==> src/rtl/ring_shift_counter.sv <==
// ring_shift_counter
//   Ring (one-hot) or Johnson (twisted ring) shift counter. It can step up or
//   down, load a value, and repair any state that is illegal for the mode.
//   All outputs are registered and update on the same edge, so idx always
//   describes the q of the same cycle.
//
// Ports
//   clk      : clock, rising edge
//   rst      : synchronous reset, active low (q -> home of current mode)
//   en       : step enable, one step per edge while high
//   mode     : 0 = ring (one-hot), 1 = Johnson
//   dir      : 0 = up (shift toward MSB), 1 = down (shift toward LSB)
//   load     : synchronous load strobe
//   load_val : value captured on load (replaced by home if illegal)
//   q        : counter state
//   idx      : step index of q within the current mode's sequence
//   wrap     : one-cycle pulse when an enabled step wraps the sequence
//   err      : one-cycle pulse when an illegal value was replaced by home
module ring_shift_counter #(
  parameter int WIDTH = 4
) (
  input  logic                         clk,
  input  logic                         rst,
  input  logic                         en,
  input  logic                         mode,
  input  logic                         dir,
  input  logic                         load,
  input  logic [WIDTH-1:0]             load_val,
  output logic [WIDTH-1:0]             q,
  output logic [$clog2(2*WIDTH)-1:0]   idx,
  output logic                         wrap,
  output logic                         err
);

  localparam int IW = $clog2(2*WIDTH);
  localparam logic [WIDTH-1:0] ONE = {{(WIDTH-1){1'b0}}, 1'b1};

  // A ring state is legal when exactly one bit is set. A Johnson state is
  // legal when its ones form a single run anchored at the LSB (filling phase)
  // or at the MSB (draining phase); all-zeros and all-ones satisfy both.
  function automatic logic is_legal(input logic [WIDTH-1:0] v, input logic m);
    logic [WIDTH-1:0] nv;
    nv = ~v;
    if (!m)
      return (v != '0) && ((v & (v - ONE)) == '0);
    return ((v & (v + ONE)) == '0) || ((nv & (nv + ONE)) == '0);
  endfunction

  // Position in the sequence: ring uses the set bit's position; Johnson
  // counts ones while filling and counts down from 2*WIDTH while draining.
  function automatic logic [IW-1:0] idx_of(input logic [WIDTH-1:0] v, input logic m);
    int pos;
    int pop;
    pos = 0;
    pop = 0;
    for (int i = 0; i < WIDTH; i++) begin
      if (v[i]) begin
        pos = i;
        pop++;
      end
    end
    if (!m)
      return IW'(pos);
    if (v[WIDTH-1])
      return IW'(2*WIDTH - pop);
    return IW'(pop);
  endfunction

  logic [WIDTH-1:0] q_reg, q_next;
  logic [IW-1:0]    idx_reg, idx_next;
  logic             wrap_reg, wrap_next;
  logic             err_reg, err_next;

  logic [WIDTH-1:0] up_q, dn_q, home;
  logic [IW-1:0]    cur_idx, max_idx;

  // Shifted candidates; Johnson mode inverts the bit fed back around the ring.
  assign up_q[0]       = mode ? ~q_reg[WIDTH-1] : q_reg[WIDTH-1];
  assign dn_q[WIDTH-1] = mode ? ~q_reg[0]       : q_reg[0];

  genvar gi;
  for (gi = 1; gi < WIDTH; gi++) begin : g_shift
    assign up_q[gi]   = q_reg[gi-1];
    assign dn_q[gi-1] = q_reg[gi];
  end

  assign home    = mode ? '0 : ONE;
  // Index of the current q under the mode in force at this edge, so a mode
  // change re-interprets a legal q before deciding whether this step wraps.
  assign cur_idx = idx_of(q_reg, mode);
  assign max_idx = mode ? IW'(2*WIDTH-1) : IW'(WIDTH-1);

  always_comb begin
    q_next    = q_reg;
    wrap_next = 1'b0;
    err_next  = 1'b0;
    if (load) begin
      if (is_legal(load_val, mode)) begin
        q_next = load_val;
      end else begin
        q_next   = home;
        err_next = 1'b1;
      end
    end else if (!is_legal(q_reg, mode)) begin
      q_next   = home;
      err_next = 1'b1;
    end else if (en) begin
      if (dir) begin
        q_next    = dn_q;
        wrap_next = (cur_idx == '0);
      end else begin
        q_next    = up_q;
        wrap_next = (cur_idx == max_idx);
      end
    end
    idx_next = idx_of(q_next, mode);
  end

  always_ff @(posedge clk) begin
    if (!rst) begin
      q_reg    <= home;
      idx_reg  <= '0;
      wrap_reg <= 1'b0;
      err_reg  <= 1'b0;
    end else begin
      q_reg    <= q_next;
      idx_reg  <= idx_next;
      wrap_reg <= wrap_next;
      err_reg  <= err_next;
    end
  end

  assign q    = q_reg;
  assign idx  = idx_reg;
  assign wrap = wrap_reg;
  assign err  = err_reg;

endmodule

==> config.mk <==
export PLATFORM = sky130hd
export DESIGN_NAME = ring_shift_counter
export DESIGN_NICKNAME = d
export VERILOG_FILES = /design/src/rtl/ring_shift_counter.sv
export SDC_FILE = /design/constraint.sdc
export NUM_CORES = 1
export LEC_CHECK = 0
export CORE_MARGIN = 2
export CORE_UTILIZATION = 35
export DETAILED_ROUTE_END_ITERATION = 8
export SLEW_MARGIN = 20
export SYNTH_ARGS = -nofsm -noshare
export SYNTH_HDL_FRONTEND = slang
export SYNTH_SLANG_ARGS = --single-unit
export TNS_END_PERCENT = 5
==> constraint.sdc <==
create_clock -name clk -period 4.4 [get_ports clk]
set_clock_uncertainty 0.1 [all_clocks]
set_input_delay 0.88 -clock clk [delete_from_list [all_inputs] [get_ports clk]]
set_output_delay 0.88 -clock clk [all_outputs]
set_load 0.01 [all_outputs]
After elaboration in Yosys (flattened, before gate mapping)
Index checks and enable logic that the tools add are counted.
{"block": "word_totals", "reg_bits": 9, "inputBits": 10, "elab_cells": 95, "out_inout_bits": 9}
{"block": "classes", "mux": 49, "n_bitwise": 13, "reduce_logical": 14, "eq_ne": 1, "add_sub_neg": 14}
{"cell": "3-bit two-way mux", "n": 19}
{"cell": "4-bit bitwise AND", "n": 6}
{"cell": "4-bit zero test", "n": 6}
{"cell": "1-bit two-way mux", "n": 24}
{"cell": "4-bit two-way mux", "n": 6}
{"cell": "4-bit by 1-bit adder with 4-bit output (second input constant)", "n": 4}
{"cell": "3-bit by 2-bit adder with 3-bit output (second input constant)", "n": 4}
{"cell": "4-bit NOT", "n": 2}
{"cell": "4-bit nonzero test", "n": 2}
{"cell": "4-bit by 1-bit subtractor with 4-bit output (second input constant)", "n": 2}
{"cell": "1-bit by 3-bit subtractor with 3-bit output (first input constant)", "n": 2}
{"cell": "1-bit NOT", "n": 5}
{"cell": "1-bit by 1-bit adder with 2-bit output (second input constant)", "n": 2}
{"cell": "4-bit OR reduction", "n": 1}
{"cell": "3-bit == test", "n": 1}
{"cell": "3-bit zero test", "n": 1}
{"cell": "1-bit logical AND", "n": 2}
{"cell": "1-bit logical OR", "n": 2}

Logic depth before layout (Yosys ltp)
{"block": "depth", "ltp_word": 20, "depth_mapped": 15, "mapped_depth_nobuf": 15}

Worst setup path before layout
OpenSTA, ideal clock, no wires.
{"block": "synth_path", "kind": "input -> register", "start": "input load_val[1]", "end": "register idx_reg[2], in the netlist idx[2]", "n_path_buf": 1, "setup_ps": 72, "slack_ps": 730, "required_time_ps": 4228, "stages": 13, "arrival_time_ps": 3498, "cell_sequence": "buf_2 -> or3_1 -> o211ai_1 -> o311ai_4 -> a21oi_1 -> inv_1 -> ha_1 -> xor2_2 -> ha_1 -> nor2_1 -> mux2i_1 -> mux2i_1 -> mux2i_1"}
{"block": "synth_between", "word_cells_on_any_way": 33, "cone_classes": "7 x add/sub; 16 x mux; 4 x bitwise; 6 x reduce/logical"}
{"item": "start: declaration", "line_no": "28", "source": "input logic [WIDTH-1:0] load_val,"}
{"item": "4-bit by 1-bit subtractor with 4-bit output or 4-bit NOT (tied branches)", "line_no": "45, 43"}
{"item": "4-bit bitwise AND or 4-bit by 1-bit adder with 4-bit output (tied branches)", "line_no": "45, 46"}
{"item": "4-bit zero test or 4-bit bitwise AND (tied branches)", "line_no": "45, 46"}
{"item": "1-bit logical AND or 4-bit zero test (tied branches)", "line_no": "45, 46"}
{"item": "1-bit two-way mux or 1-bit logical OR (tied branches)", "line_no": "44, 46"}
{"item": "1-bit two-way mux", "line_no": "46", "source": "return ((v & (v + ONE)) == '0) || ((nv & (nv + ONE)) == '0);"}
{"item": "1-bit two-way mux", "line_no": "97", "source": "if (load) begin"}
{"item": "4-bit two-way mux *", "line_no": "98", "source": "if (is_legal(load_val, mode)) begin"}
{"item": "[... 1 more ...]"}
{"item": "net q_next[1]", "line_no": "69", "source": "logic [WIDTH-1:0] q_reg, q_next;"}
{"item": "[... 1 more ...]"}
{"item": "3-bit by 2-bit adder with 3-bit output", "line_no": "59", "source": "pop++;"}
{"item": "3-bit two-way mux *", "line_no": "57", "source": "if (v[i]) begin"}
{"item": "3-bit by 2-bit adder with 3-bit output", "line_no": "59"}
{"item": "3-bit two-way mux *", "line_no": "57"}
{"item": "1-bit by 3-bit subtractor with 3-bit output", "line_no": "65", "source": "return IW'(2*WIDTH - pop);"}
{"item": "3-bit two-way mux", "line_no": "64", "source": "if (v[WIDTH-1])"}
{"item": "3-bit two-way mux *", "line_no": "66", "source": "return IW'(pop);"}
{"item": "3-bit two-way mux *", "line_no": "64"}
{"item": "end signal: assignment", "line_no": "127", "source": "idx_reg <= idx_next;"}
{"item": "end: declaration", "line_no": "70", "source": "logic [IW-1:0] idx_reg, idx_next;"}
The timed path passes the listed nets; every way through them passes the cells marked *. The select of a mux whose other input is x is not followed.
A chain may end at the register's enable or synchronous reset.

Worst setup path in the final report
{"block": "layout_path", "start": "input mode", "end": "register idx_reg[2], in the netlist idx[2]"}
{"block": "layout_between", "elab_chain_cells": 17, "word_cells_on_any_way": 30, "cone_classes": "4 x add/sub; 26 x mux"}
{"item": "start: declaration", "line_no": "25", "source": "input logic mode,"}
{"item": "1-bit two-way mux", "line_no": "44, 87"}
{"item": "1-bit two-way mux", "line_no": "97"}
{"item": "1-bit two-way mux", "line_no": "46"}
{"item": "1-bit two-way mux", "line_no": "97"}
{"item": "4-bit two-way mux, on equally long branches", "line_no": "104, 98"}
{"item": "4-bit two-way mux", "line_no": "97"}
{"item": "1-bit two-way mux", "line_no": "57"}
{"item": "1-bit by 1-bit adder with 2-bit output", "line_no": "59"}
{"item": "3-bit two-way mux", "line_no": "57"}
{"item": "3-bit by 2-bit adder with 3-bit output", "line_no": "59"}
{"item": "3-bit two-way mux", "line_no": "57"}
{"item": "3-bit by 2-bit adder with 3-bit output", "line_no": "59"}
{"item": "3-bit two-way mux", "line_no": "57"}
{"item": "1-bit by 3-bit subtractor with 3-bit output", "line_no": "65"}
{"item": "3-bit two-way mux", "line_no": "64"}
{"item": "3-bit two-way mux", "line_no": "66"}
{"item": "3-bit two-way mux *", "line_no": "64"}
Mark *: on every way between the ends. The rest lies on a longest branch, timed or not. The select of a mux whose other input is x is not followed.

==> summary.txt <==
Outcome
  • Status: finished, final reports clean

Placed design
  • PortBufs: 18
  • Placed wire-length estimate: 2100 um
  • Worst slack, placed: 0.0916 ns
  • RD Place Congestion: 0.802

Clock network
  • Clock sinks: 9
  • Post-CTS Setup Bufs: 0
  • Hold_buf cts: 0
  • Number of buffers created by CTS: 3
  • Clk Latency, worst-skew pair: 0.26 ns
  • H-tree levels: 1
  • Max clock buf depth: 2
  • Root Driver: clkbuf_4
  • Cts repair resizes: 0
  • TritonCTS clock tree: built
  • Clock Pin Slew Worst Setup and Hold Paths: 0.06 ns

Final layout
  • Layout cell share with drive strength beyond 1: 14.9%
  • Most frequent cells in the layout: 18 x clkdlybuf4s50_1, 14 x nor2_1, 12 x inv_1, 12 x mux2i_1, 11 x ha_1
  • Most common cell after layout, fill and taps aside: clkdlybuf4s50_1
  • Net count, final: 183
  • Diode count: 0
  • Max reg flops: 4
  • Filler Cells Inserted: 357
  • Area Overhead vs Synth: 19.6%

Global route
  • Initial antenna violation count: 0
  • Number of global-route vias before repair: 972
  • Grt total ovfl: 0
  • GRT Total Usage: 13.2%
  • First-pass GRT wire length: 4280 um
  • Largest net degree at the start of global routing: 15

Routing
  • Starting DRT DRC Count: 39
  • Highest metal used: met4
  • Vias: 1034
  • Met1 Wirelength: 1150 um
  • DRC: 0
  • Detail Route Antenna Nets: 0
  • Via/cell ratio: 5.00
  • Routed len/inst: 12.4 um
  • WL met3: 55 um
  • Wire length on met2: 1350 um
  • Drt first pass iters: 4
  • Drt total wl: 2570 um

STA
  • Max_slew headroom: 66.0%
  • Slew Viols, Final: 0
  • Fmax: 0.248 GHz
  • Final Hold Violating Endpoints: 0
  • Worst-margin pin slew: 0.510 ns
  • Worst hold slack: 0.886 ns
  • Final period utilization: 91.5%
  • Post-layout min period: 4.03 ns
  • Setup ws final: 0.374 ns
  • RSZ-0062 raised after global routing: no
  • Fin Setup TNS: 0 ns
  • Final setup fails: 0

Yosys
  • Mux contribution to synthesized area: 10.1%
  • Syn nets: 162
  • #FFs+latches synth: 9
  • Synth top area cells: dfxtp_1 15%, ha_1 12%, mux2i_1 10%, xnor2_1 5.1%, nor2_1 4.4%
  • Netlist cell types: 45
  • Synth Area in Compound Gates: 24.8%
  • Mapped Cells: 141
  • Post-Synth Adder-Cell Area: 11.5%
  • Syn_area_per_cell: 8.46 um2
  • Synth Area in XOR/XNOR: 8.71%
  • Yosys warning count: 0
  • Simple-gate portion of the synthesized area: 19.1%
  • Largest family of logic cells by synthesized area: compound AO/OA/AOI/OAI gates
  • Post-synth top area share: 15.1%
  • Syn Std Cell Area: 0.00119 mm2
  • Cell taking the most area after synthesis: dfxtp_1
  • Share of the yosys chip area belonging to registers: 15.1%

Worst setup path
  • CP Data Arrival Time: 4.12 ns
  • Worst path required time: 4.49 ns
  • Worst r2r dst: idx[2]$_SDFF_PN0_
  • Reg2Reg Setup Slack: 0.78 ns
  • Crit path max fanout: 14
  • Worst setup EP type: register
  • WS Path Type: in2reg
  • Crit start category: input port
  • Critical R2R Launch: q[0]$_DFF_P_
  • Reg2Reg Depth: 14

Die
  • Initial Util: 36.0%
  • Chip height: 62.4 um
  • Row count: 21
  • Die Wd: 62.4 um
  • Die area: 0.00389 mm2
  • Ports: 19
  • Core area: 0.00331 mm2

Hold path
  • Hold path depth: 6
  • Hold WC Path Type: reg2reg
  • Hold_sp: q[1]$_SDFF_PN0_
  • Hold EP: q[1]$_SDFF_PN0_

Power and ir drop
  • Flop pwr share: 27.0%
  • Power Total: 0.000379 W
  • Gate power share: 56.6%
  • VDD IR max: 0.000142 V
  • Clock power share: 16.4%
  • Switching Share: 38.6%
  • Power density over the cells: 266 mW/mm2
  • Pint: 0.000232 W
  • Static Leak: 0.569 nW
  • Switch Pwr: 0.000146 W

Flow run
  • Max Cap Viol: 0
worst max-delay path: stages:
cell             delay (ns)
clkdlybuf4s50_1        0.61
buf_4                  0.27
xnor2_1                0.08
o21ai_0                0.17
mux2i_1                0.09
o32a_1                 0.17
a21oi_1                0.18
inv_1                  0.10
ha_1                   0.37
xor2_2                 0.21
ha_1                   0.32
nor2_1                 0.04
mux2i_1                0.17
mux2i_1                0.25
mux2i_1                0.20
worst max path at each step:
stage	start	to	cells past startpoint
floorplan	load_val[1]	idx[2]$_SDFF_PN0_	13
global placement	mode	idx[2]$_SDFF_PN0_	15
detailed placement	mode	idx[2]$_SDFF_PN0_	15
CTS	mode	idx[2]$_SDFF_PN0_	15
global route	mode	idx[2]$_SDFF_PN0_	15
finish	mode	idx[2]$_SDFF_PN0_	15
metal layers:
layer	global-route usage [%]	vias up
li1	-	539
met1	15.5	478
met2	25.3	15
met3	1.26	2
met4	4.17	0
met5	0	-
power by group through the flow:
stage	registers, W	clock network [W]	logic (W)
after CTS	0.000103	0.0000649	0.000218
after global routing	0.000104	0.0000683	0.000238
final	0.000102	0.0000623	0.000214
after floorplan	0.000103	0	0.000159
after detailed placement	0.000104	0	0.000217
after global placement	0.000103	0	0.000210
cell usage after synthesis, drive strengths merged:
cell / instances
a211oi: 6
mux2i: 12
o21a: 1
nand2: 10
and3: 1
ha: 11
a22o: 1
and2: 3
nand2b: 2
o32a: 1
o31a: 1
o21bai: 1
o21ai: 4
xnor2: 7
o22ai: 2
inv: 12
nor3: 2
a22oi: 1
nand3: 3
buf: 5
and2b: 1
or3: 3
a2111oi: 1
o211ai: 1
a222oi: 1
nor2: 14
a21oi: 9
a221oi: 1
nor4: 2
o311ai: 1
dfxtp: 9
o211a: 1
clkbuf: 4
nor2b: 2
xor2: 4
o32ai: 1
layout make-up:
cell class	count	area (um2)	area share (%)
multi-input cells	111	885	62.0
repair buffers	25	233	16.3
flip-flops and latches	9	180	12.6
well taps	46	57.6	4.04
inverters	12	45.0	3.16
clock buffers	4	26.3	1.84
through the flow:
stage / cells / instance area, um2 / util, %
4_1_cts: 207 / 1430 / 43.1
3_3_place_gp: 203 / 1400 / 42.3
5_1_grt: 207 / 1430 / 43.1
3_5_place_dp: 203 / 1400 / 42.3
6_report: 207 / 1430 / 43.1
2_1_floorplan: 141 / 1190 / -
logic make-up after synthesis:
logic type               Yosys count
AO/OA/AOI/OAI                     34
adder cells (fa/ha/maj)           11
XOR/XNOR                          11
AND/OR/NAND/NOR                   43
multiplexers                      12
flip-flops                         9
buffers and inverters             21
Note: power is estimated with default switching activity, not from simulation.
